<file path="src/rtl/motor_pwm_drive_if.sv">
// motor_pwm_drive_if: command handshake between a motion controller and the PWM drive.
interface motor_pwm_drive_if #(parameter int DUTY_W = 16);
   logic              cmd_valid;
   logic              cmd_ready;
   logic              cmd_dir;
   logic [DUTY_W-1:0] cmd_duty;
   modport master (output cmd_valid, cmd_dir, cmd_duty, input cmd_ready);
   modport slave  (input cmd_valid, cmd_dir, cmd_duty, output cmd_ready);
endinterface

</file>
<file path="src/rtl/motor_pwm_drive.sv">
// motor_pwm_drive: H-bridge PWM with duty ramping, reversal dead-time and sticky fault shutdown.
module motor_pwm_drive #(
   parameter int PWM_PERIOD = 5000,
   parameter int DUTY_W     = 16,
   parameter int RAMP_STEP  = 50,
   parameter int RAMP_DIV   = 100000,
   parameter int DEADTIME   = 10000
) (
   input  logic              clk,
   input  logic              rst_n,
   input  logic              enable,
   motor_pwm_drive_if.slave  cmd,
   input  logic              pos_fault,
   input  logic              fault_clr,
   output logic              pwm,
   output logic              dir,
   output logic              coast,
   output logic [DUTY_W-1:0] duty_now,
   output logic              busy,
   output logic              fault
);
   localparam int TW = $clog2(RAMP_DIV + 1);
   localparam int DW = $clog2(DEADTIME + 1);
   localparam logic [DUTY_W-1:0] PER  = DUTY_W'(PWM_PERIOD);
   localparam logic [DUTY_W-1:0] STEP = DUTY_W'(RAMP_STEP);

   typedef enum logic [2:0] {IDLE, RUN, RAMP_DOWN, DEAD, FAULT} state_t;
   state_t state_q, state_d;
   logic [DUTY_W-1:0] cnt_q, cnt_d, applied_q, applied_d, duty_q, duty_d;
   logic [DUTY_W-1:0] target_q, target_d, goal_q, goal_d;
   logic [TW-1:0] tick_q, tick_d;
   logic [DW-1:0] dead_q, dead_d;
   logic pwm_q, pwm_d, dir_q, dir_d, coast_q, coast_d, pend_dir_q, pend_dir_d, fault_q, fault_d;
   logic accept, wrap, tick, up;
   logic [DUTY_W-1:0] diff, step, clamp;

   // rst_n gates ready so the handshake is closed while reset is held
   assign cmd.cmd_ready = rst_n && enable && !fault_q && !pos_fault && (state_q == IDLE || state_q == RUN);
   assign accept = cmd.cmd_valid && cmd.cmd_ready;
   assign wrap   = cnt_q == PER - DUTY_W'(1);
   assign tick   = tick_q == TW'(RAMP_DIV - 1);
   assign clamp  = cmd.cmd_duty > PER ? PER : cmd.cmd_duty;
   assign up     = goal_q > duty_q;
   assign diff   = up ? goal_q - duty_q : duty_q - goal_q;
   assign step   = diff > STEP ? STEP : diff;

   always_comb begin
      state_d    = state_q;
      cnt_d      = wrap ? '0 : cnt_q + DUTY_W'(1);
      tick_d     = tick ? '0 : tick_q + TW'(1);
      duty_d     = tick ? (up ? duty_q + step : duty_q - step) : duty_q;
      target_d   = target_q;
      goal_d     = goal_q;
      dir_d      = dir_q;
      coast_d    = coast_q;
      pend_dir_d = pend_dir_q;
      fault_d    = fault_q;
      dead_d     = dead_q;
      case (state_q)
         IDLE, RUN: begin
            if (accept && cmd.cmd_dir == dir_q) begin
               target_d = clamp;
               goal_d   = clamp;
               state_d  = RUN;
               coast_d  = 1'b0;
            end else if (accept) begin
               // target doubles as the pending duty until the reversal completes
               target_d   = clamp;
               pend_dir_d = cmd.cmd_dir;
               goal_d     = '0;
               dead_d     = '0;
               state_d    = duty_q != '0 ? RAMP_DOWN : DEAD;
               coast_d    = duty_q == '0;
            end else if (state_q == RUN && target_q == '0 && duty_q == '0) begin
               state_d = IDLE;
               coast_d = 1'b1;
            end
         end
         RAMP_DOWN: begin
            if (duty_q == '0) begin
               state_d = DEAD;
               coast_d = 1'b1;
               dead_d  = '0;
            end
         end
         DEAD: begin
            if (dead_q == DW'(DEADTIME - 1)) begin
               state_d = RUN;
               dir_d   = pend_dir_q;
               goal_d  = target_q;
               coast_d = 1'b0;
            end else begin
               dead_d = dead_q + DW'(1);
            end
         end
         FAULT: begin
            if (fault_clr && !pos_fault) begin
               state_d = IDLE;
               fault_d = 1'b0;
            end
         end
         default: state_d = IDLE;
      endcase
      if (!enable && state_q != FAULT) begin
         state_d  = IDLE;
         duty_d   = '0;
         target_d = '0;
         goal_d   = '0;
         coast_d  = 1'b1;
      end
      if (pos_fault) begin
         state_d  = FAULT;
         fault_d  = 1'b1;
         coast_d  = 1'b1;
         duty_d   = '0;
         target_d = '0;
         goal_d   = '0;
      end
      // clearing the applied duty while coasting avoids a stale pulse after reversal
      applied_d = coast_d ? '0 : wrap ? duty_q : applied_q;
      pwm_d     = !coast_d && cnt_q < applied_q;
   end

   always_ff @(posedge clk or negedge rst_n) begin
      if (!rst_n) begin
         state_q    <= IDLE;
         cnt_q      <= '0;
         tick_q     <= '0;
         dead_q     <= '0;
         applied_q  <= '0;
         duty_q     <= '0;
         target_q   <= '0;
         goal_q     <= '0;
         pwm_q      <= 1'b0;
         dir_q      <= 1'b0;
         coast_q    <= 1'b1;
         pend_dir_q <= 1'b0;
         fault_q    <= 1'b0;
      end else begin
         state_q    <= state_d;
         cnt_q      <= cnt_d;
         tick_q     <= tick_d;
         dead_q     <= dead_d;
         applied_q  <= applied_d;
         duty_q     <= duty_d;
         target_q   <= target_d;
         goal_q     <= goal_d;
         pwm_q      <= pwm_d;
         dir_q      <= dir_d;
         coast_q    <= coast_d;
         pend_dir_q <= pend_dir_d;
         fault_q    <= fault_d;
      end
   end

   assign pwm      = pwm_q;
   assign dir      = dir_q;
   assign coast    = coast_q;
   assign duty_now = duty_q;
   assign fault    = fault_q;
   assign busy     = state_q == RAMP_DOWN || state_q == DEAD || duty_q != goal_q;
endmodule

</file>
<file path="src/flat_wrapper.sv">
// flat-port wrapper written by rule: the top's interface ports become plain ports
module motor_pwm_drive_flat 
#(
   parameter int PWM_PERIOD = 5000,
   parameter int DUTY_W     = 16,
   parameter int RAMP_STEP  = 50,
   parameter int RAMP_DIV   = 100000,
   parameter int DEADTIME   = 10000
)
  (clk, rst_n, enable, pos_fault, fault_clr, pwm, dir, coast, duty_now, busy, fault, cmd_cmd_valid, cmd_cmd_dir, cmd_cmd_duty, cmd_cmd_ready);
  motor_pwm_drive_if #(.DUTY_W(DUTY_W)) cmd_i ();
  input  logic clk;
  input  logic rst_n;
  input  logic enable;
  input  logic pos_fault;
  input  logic fault_clr;
  output logic pwm;
  output logic dir;
  output logic coast;
  output logic [DUTY_W-1:0] duty_now;
  output logic busy;
  output logic fault;
  input wire logic [$bits(cmd_i.cmd_valid)-1:0] cmd_cmd_valid;
  input wire logic [$bits(cmd_i.cmd_dir)-1:0] cmd_cmd_dir;
  input wire logic [$bits(cmd_i.cmd_duty)-1:0] cmd_cmd_duty;
  output wire logic [$bits(cmd_i.cmd_ready)-1:0] cmd_cmd_ready;
  assign cmd_i.cmd_valid = cmd_cmd_valid;
  assign cmd_i.cmd_dir = cmd_cmd_dir;
  assign cmd_i.cmd_duty = cmd_cmd_duty;
  assign cmd_cmd_ready = cmd_i.cmd_ready;
  motor_pwm_drive #(.PWM_PERIOD(PWM_PERIOD), .DUTY_W(DUTY_W), .RAMP_STEP(RAMP_STEP), .RAMP_DIV(RAMP_DIV), .DEADTIME(DEADTIME)) u_core (.clk(clk), .rst_n(rst_n), .enable(enable), .cmd(cmd_i), .pos_fault(pos_fault), .fault_clr(fault_clr), .pwm(pwm), .dir(dir), .coast(coast), .duty_now(duty_now), .busy(busy), .fault(fault));
endmodule
</file>
<file path="config.mk">
export PLATFORM = sky130hd
export DESIGN_NAME = motor_pwm_drive_flat
export DESIGN_NICKNAME = d
export VERILOG_FILES = /design/src/rtl/motor_pwm_drive_if.sv /design/src/rtl/motor_pwm_drive.sv /design/src/flat_wrapper.sv
export SDC_FILE = /design/constraint.sdc
export NUM_CORES = 1
export LEC_CHECK = 0
export BUFFER_PORTS_ARGS = -buffer_cell sky130_fd_sc_hd__buf_2
export CAP_MARGIN = 0
export CORE_AREA = 2 2 124 126
export CTS_BUF_LIST = sky130_fd_sc_hd__clkbuf_8
export DETAILED_ROUTE_END_ITERATION = 7
export DIE_AREA = 0 0 126 128
export GPL_ROUTABILITY_DRIVEN = 0
export PLACE_DENSITY = 0.87
export SLEW_MARGIN = 10
export SYNTH_ARGS = -nofsm -noshare
export SYNTH_HDL_FRONTEND = slang
export SYNTH_SLANG_ARGS = --single-unit
</file>
<file path="constraint.sdc">
create_clock -name clk -period 6.5 [get_ports clk]
set_clock_uncertainty 0.2 [all_clocks]
set_input_delay 0.65 -clock clk [delete_from_list [all_inputs] [get_ports clk]]
set_output_delay 0.65 -clock clk [all_outputs]
set_load 0.01 [all_outputs]
</file>
==> results of run 1 <==
==> registers in the layout (all words and copies together) (netlist names) <==
signal	count
u_core.state_q	3
u_core.goal_q	16
u_core.target_q	16
u_core.pend_dir_q	1
u_core.cnt_q	16
u_core.coast	1
u_core.dead_q	14
u_core.fault	1
u_core.dir	1
u_core.pwm	1
u_core.tick_q	17
u_core.duty_now	16
u_core.applied_q	16
==> timing repair <==
item	4_1_cts	5_1_grt
gates resized for setup	7	51
buffers inserted	1	10
hold endpoints to repair	0	0
setup endpoints to repair	1	5
pin swaps	6	25
==> power by group through the flow <==
stage | clock (uW) | combinational, uW | sequential (uW)
floorplan | 0 | 226 | 758
global placement | 0 | 325 | 758
detailed placement | 0 | 333 | 759
CTS | 673 | 346 | 744
global route | 701 | 419 | 744
finish | 666 | 390 | 744
==> worst max path at each step <==
stage / slack [ns] / depth (start not counted) / to
after floorplan: 0.09 / 27 / u_core.duty_now[15]
after global placement: 0.11 / 26 / u_core.duty_now[15]
after detailed placement: -0.22 / 28 / u_core.duty_now[15]
after CTS: 0.03 / 28 / u_core.duty_now[15]
after global routing: -0.20 / 29 / u_core.duty_now[15]
final: 0.04 / 28 / u_core.duty_now[15]
==> layer usage <==
layer | GRT usage | vias to the layer above | part of all wire | routed length [um]
met5 | 0 | - | 0 | 0
met3 | 0.0509 | 88 | 0.077 | 1790
met1 | 0.372 | 3862 | 0.41 | 9640
li1 | - | 3736 | - | -
met4 | 0.120 | 0 | 0.034 | 796
met2 | 0.467 | 410 | 0.48 | 11100
==> synth_stat cells, types with 5 or more instances <==
cell      number
a211oi_1      28
a21o_1        23
a21oi_1       70
a221oi_1      10
a22o_1         8
a31oi_1        5
and2_1         9
and3_1        11
and4_1         9
buf_2         11
clkbuf_1      29
dfrtp_1      118
ha_1          65
inv_1         61
nand2_1      106
nand2b_1      12
nand3_1       38
nand4_1       18
nor2_1        96
nor2b_1       11
nor3_1        25
nor4_1        15
o211ai_1      12
o21a_1         7
o21ai_0       40
o41ai_1        7
or3_1          8
xnor2_1       26
xor2_1        30
==> cells by family after synthesis <==
group,synth area share
AOI/OAI and AO/OA,0.210
xor gates and xnor gates,0.0583
DFF,0.354
adders and majority gates,0.104
muxes,0.00609
buffers and inverters,0.0499
and+or+nand+nor,0.218
==> cell type report <==
type | count | area [um^2] | share of cell area
Sequential cell | 119 | 2980 | 0.301
Multi-Input combinational cell | 765 | 5320 | 0.538
Clock inverter | 15 | 154 | 0.0156
Tap cell | 188 | 235 | 0.0238
Clock buffer | 17 | 234 | 0.0236
Inverter | 62 | 233 | 0.0235
Timing Repair Buffer | 110 | 734 | 0.0742
==> through the flow <==
step                worst slack [ns]  hold WS (ns)  setup TNS, ns  utilization  total power (uW)
finish                        0.0424        0.0353              0        0.666              1800
global route                  -0.205        0.0965         -0.389        0.666              1860
CTS                           0.0287        0.0524              0        0.642              1760
detailed placement            -0.216         0.278         -0.216        0.613              1090
global placement               0.110         0.272              0        0.613              1080
floorplan                     0.0900         0.154              0            -               984
==> critical path, delay by kind of cell, from the launching register on <==
kind / cells / cell delay, ns
AOI/OAI and AO/OA: 13 / 2.89
adders and majority gates: 4 / 1.12
buffers and inverters: 4 / 0.55
DFF: 1 / 0.42
and+or+nand+nor: 7 / 1.14
==> impl_metrics.ini, run 1 <==
[clock_tree]
clockBufferDepth = 2
cts_hold_buf = 0
clk_pin_slew_worst_paths_ns = 0.08
cts_tree = yes
cts_root_buf = clkbuf_8
clkLatencyLatePin_ns = 0.46
h-tree-depth = 4
cts.sinks = 119
numCtsBuffers = 17

[worst_setup_path]
cp_data_required_time_ns = 6.63
cpMaxStageDelayCell = o41ai_1
critical_path_class = flop to flop
crit_arrival_ns = 6.59
cpPeakStageDelay_ns = 0.52
path_max_fanout = 8
r2r-start = u_core.duty_now[0]
r2r_cells = 28
start_kind = flop
crit_start = u_core.duty_now[0]
r2r_end = u_core.duty_now[15]
rrSetupSlack_ns = 0.04
worstSetupEndpointType = flop

[pwr]
pwr-share-seq = 0.413
power.density_nw_per_um2 = 182
switchingPower_uw = 561
leakage_uw = 0.00443
internal_power_uw = 1240
p_clk_frac = 0.370
combinationalPowerShare = 0.217
vdd_drop_max_uv = 141
switching_share = 0.312

[sta]
maxSlewHeadroom = 0.331
period_share = 0.993
setup_viol = 0
final_max_slew_viol_count = 0
grt_setup_unrepaired = yes
finalCriticalPeriod_ns = 6.46
timing.fmax_mhz = 155
tightest_slew_ns = 1.00
hold_viol_final = 0

[global_route]
antenna_found_initial = 0
grt_pass1_wl_mm = 37.0
grt_max_degree = 63
grt-ovfl-total = 0
grt_use_total = 0.284
grt_pass1_vias = 7663

[synthesis]
ys.flop_type = dfrtp_1
seq_area_frac_synth = 0.354
synth_area_leader_cell = dfrtp_1
postSynthAreaPerCell_um2 = 8.51
synth_cell_types = 78
ys_warn_count = 0
synth.area.top_cells = dfrtp_1 (35%), ha_1 (9.7%), nand2_1 (4.7%)
ys_ff_latch = 119
synth_cells = 989
syn-num-nets = 1080
async_flop_share = 1.00
syn-cell-area_um2 = 8420
synth.top_cell.area_share = 0.351
synth_edf_count = 0

[layout]
area_growth_pct = 17.5
diodes = 0
fin_cells = 1276
final_layout_size_suffix_gt1_frac = 0.185
final_area_um2 = 9890
fillCellCount = 1129
fin_nets = 1166
layout_commonest_cell = dfrtp_1
final_cell_mix = dfrtp_1 (117), nand2_1 (105), nor2_1 (96), a21oi_1 (65), buf_4 (65)

[detailed_routing]
vias = 8096
drc_errors = 0
dr.pass1.iters = 5
wl_per_cell_um = 18.3
ant_nets = 0
viasPerCell = 6.34
drt_wl_total_mm = 23.3
drt_iter0_drc = 822

[floorplanning]
core_area_um2 = 14900
fp-row-count = 45
die_y_um = 128
die_width_um = 126
die-area_um2 = 16100
initial_core_util = 0.566
ios = 45

[place]
dp_hpwl_mm = 16.3
io_buffers = 44
place_area_um2 = 9110
placed_cells = 1233

[outcome]
outcome = finished, final reports clean

[flow_run]
maxCapViolCount = 0

[min_path]
hold_class = input pin to async pin
(Power assumes the default switching activity.)
==> run 2, diff against run 1 <==
--- a/config.mk
+++ b/config.mk
@@ -7,12 +7,13 @@
 export LEC_CHECK = 0
 export BUFFER_PORTS_ARGS = -buffer_cell sky130_fd_sc_hd__buf_2
 export CAP_MARGIN = 0
-export CORE_AREA = 2 2 124 126
+export CORE_AREA = 2 2 121 123
 export CTS_BUF_LIST = sky130_fd_sc_hd__clkbuf_8
 export DETAILED_ROUTE_END_ITERATION = 7
-export DIE_AREA = 0 0 126 128
+export DIE_AREA = 0 0 123 125
 export GPL_ROUTABILITY_DRIVEN = 0
 export PLACE_DENSITY = 0.87
+export REMOVE_ABC_BUFFERS = 1
 export SLEW_MARGIN = 10
 export SYNTH_ARGS = -nofsm -noshare
 export SYNTH_HDL_FRONTEND = slang
==> constraint.sdc (replaced) <==
create_clock -name clk -period 6.87 [get_ports clk]
set_clock_uncertainty 0.2 [all_clocks]
set_input_delay 0.687 -clock clk [delete_from_list [all_inputs] [get_ports clk]]
set_output_delay 0.687 -clock clk [all_outputs]
set_load 0.01 [all_outputs]
==> impl_metrics.ini, run 2 (same netlist as run 1, synthesis figures left out) <==
[outcome]
outcome = finished, final reports clean

[pwr]
vdd_drop_max_uv = 152
combinationalPowerShare = 0.208
finalPower_uw = 1620
power.density_nw_per_um2 = 170
pwr-share-seq = 0.436
switching_share = 0.307
leakage_uw = 0.00430
switchingPower_uw = 497
p_clk_frac = 0.356
internal_power_uw = 1120

[clock_tree]
h-tree-depth = 4
clockBufferDepth = 2
cts.sinks = 119
cts_tree = yes
numCtsBuffers = 17
clkLatencyLatePin_ns = 0.46
cts_root_buf = clkbuf_8
cts_hold_buf = 0
clk_pin_slew_worst_paths_ns = 0.08

[global_route]
grt_max_degree = 70
antenna_found_initial = 0
grt_pass1_wl_mm = 36.2
grt-ovfl-total = 0
grt_use_total = 0.294
grt_pass1_vias = 7566

[sta]
timing.fmax_mhz = 151
period_share = 0.963
finalSetupTns_ns = 0
holdWs_ns = 0.0598
tightest_slew_ns = 0.942
grt_setup_unrepaired = yes
hold_viol_final = 0
finalCriticalPeriod_ns = 6.62
setup_viol = 0
final_max_slew_viol_count = 0
maxSlewHeadroom = 0.370

[layout]
final_cell_mix = dfrtp_1 (117), nand2_1 (106), nor2_1 (96), a21oi_1 (67)
diodes = 0
fin_nets = 1149
layout_commonest_cell = dfrtp_1
final_layout_size_suffix_gt1_frac = 0.146
area_growth_pct = 12.7
largest_register = u_core.tick_q
largest_register_ffs = 17
final_area_um2 = 9490
fin_cells = 1255

[floorplanning]
die-area_um2 = 15400
initial_core_util = 0.593
fp-row-count = 44
ios = 45
die_y_um = 125
die_width_um = 123
core_area_um2 = 14200

[min_path]
hold_class = input pin to async pin

[place]
io_buffers = 44
dp_hpwl_mm = 16.0
place_area_um2 = 9040
placed_cells = 1220

[detailed_routing]
dr.pass1.iters = 5
top_layer = met4
ant_nets = 0
dr_wl_met3_mm = 1.63
met2_length_mm = 10.3
drt_wl_total_mm = 22.1
wl_per_cell_um = 17.6
vias = 7879
wl_met1_mm = 9.33
drt_iter0_drc = 700
viasPerCell = 6.28
drc_errors = 0

[worst_setup_path]
crit_arrival_ns = 6.75
worstSetupEndpointType = flop
r2r_end = u_core.duty_now[15]
r2r-start = u_core.goal_q[0]
path_max_fanout = 8
start_kind = flop
cp_data_required_time_ns = 7.00
rrSetupSlack_ns = 0.25
r2r_cells = 27
critical_path_class = flop to flop

[flow_run]
maxCapViolCount = 0
==> run 2: worst max path at each step <==
| stage | start | endpoint | slack [ns] | depth (start not counted) |
|---|---|---|---|---|
| 2_1_floorplan | u_core.duty_now[13] | u_core.duty_now[15] | 0.03 | 26 |
| 3_3_place_gp | u_core.duty_now[0] | u_core.duty_now[15] | 0.27 | 28 |
| 3_5_place_dp | u_core.duty_now[0] | u_core.duty_now[15] | 0.01 | 28 |
| 4_1_cts | u_core.duty_now[0] | u_core.duty_now[15] | 0.06 | 29 |
| 5_1_grt | u_core.goal_q[0] | u_core.duty_now[15] | -0.07 | 28 |
| 6_report | u_core.goal_q[0] | u_core.duty_now[15] | 0.25 | 27 |
==> run 2: power groups by stage <==
stage / clock network, uW / registers, uW / logic, uW
2_1_floorplan: 0 / 718 / 206
3_3_place_gp: 0 / 718 / 292
3_5_place_dp: 0 / 718 / 297
4_1_cts: 578 / 704 / 304
5_1_grt: 610 / 704 / 370
6_report: 575 / 704 / 336
==> run 2: routing by layer <==
metal | track usage | vias up
met1 | 0.396 | 3767
met4 | 0.124 | 0
met2 | 0.468 | 335
met5 | 0 | -
li1 | - | 3702
met3 | 0.0511 | 75
==> run 2: stage by stage <==
step / utilization / setup slack (ns)
6_report: 0.668 / 0.253
5_1_grt: 0.668 / -0.0690
4_1_cts: 0.662 / 0.0636
3_5_place_dp: 0.636 / 0.0103
3_3_place_gp: 0.636 / 0.273
2_1_floorplan: - / 0.0279
==> run 2: cell type report <==
cell class	instances	area [um^2]
timing repair buffer	93	591
clock buffer	17	234
multi-input combinational	765	5100
sequential	119	2980
clock inverter	15	115
inverter	62	233
fill	1152	4720
tap	184	230
==> run 2: worst max-delay path, stage by stage, from the launching register on <==
cell	delay (ns)
dfrtp_1	0.37
inv_1	0.08
ha_1	0.21
fa_1	0.39
nand2b_1	0.20
a21oi_2	0.24
o21ai_4	0.09
o21a_4	0.25
or4_1	0.50
nor4bb_1	0.14
a2111o_1	0.43
nor4_4	0.18
nand3_2	0.11
or2_1	0.26
ha_2	0.20
nor2_1	0.16
xnor2_1	0.16
ha_1	0.31
o21ai_0	0.25
a21oi_2	0.07
o41ai_2	0.40
o2111ai_1	0.20
o311ai_2	0.15
o21a_1	0.24
o21ai_2	0.09
a31o_2	0.26
o311ai_2	0.23
o41ai_1	0.12
==> run 2: timing repair <==
| item | 4_1_cts | 5_1_grt |
|---|---|---|
| setup buffers | 0 | 3 |
| setup endpoints to repair | 1 | 5 |
| resized for setup | 2 | 16 |
| endpoints found under the hold margin | 0 | 0 |
| pin swaps | 0 | 8 |
| gates cloned | 0 | 0 |
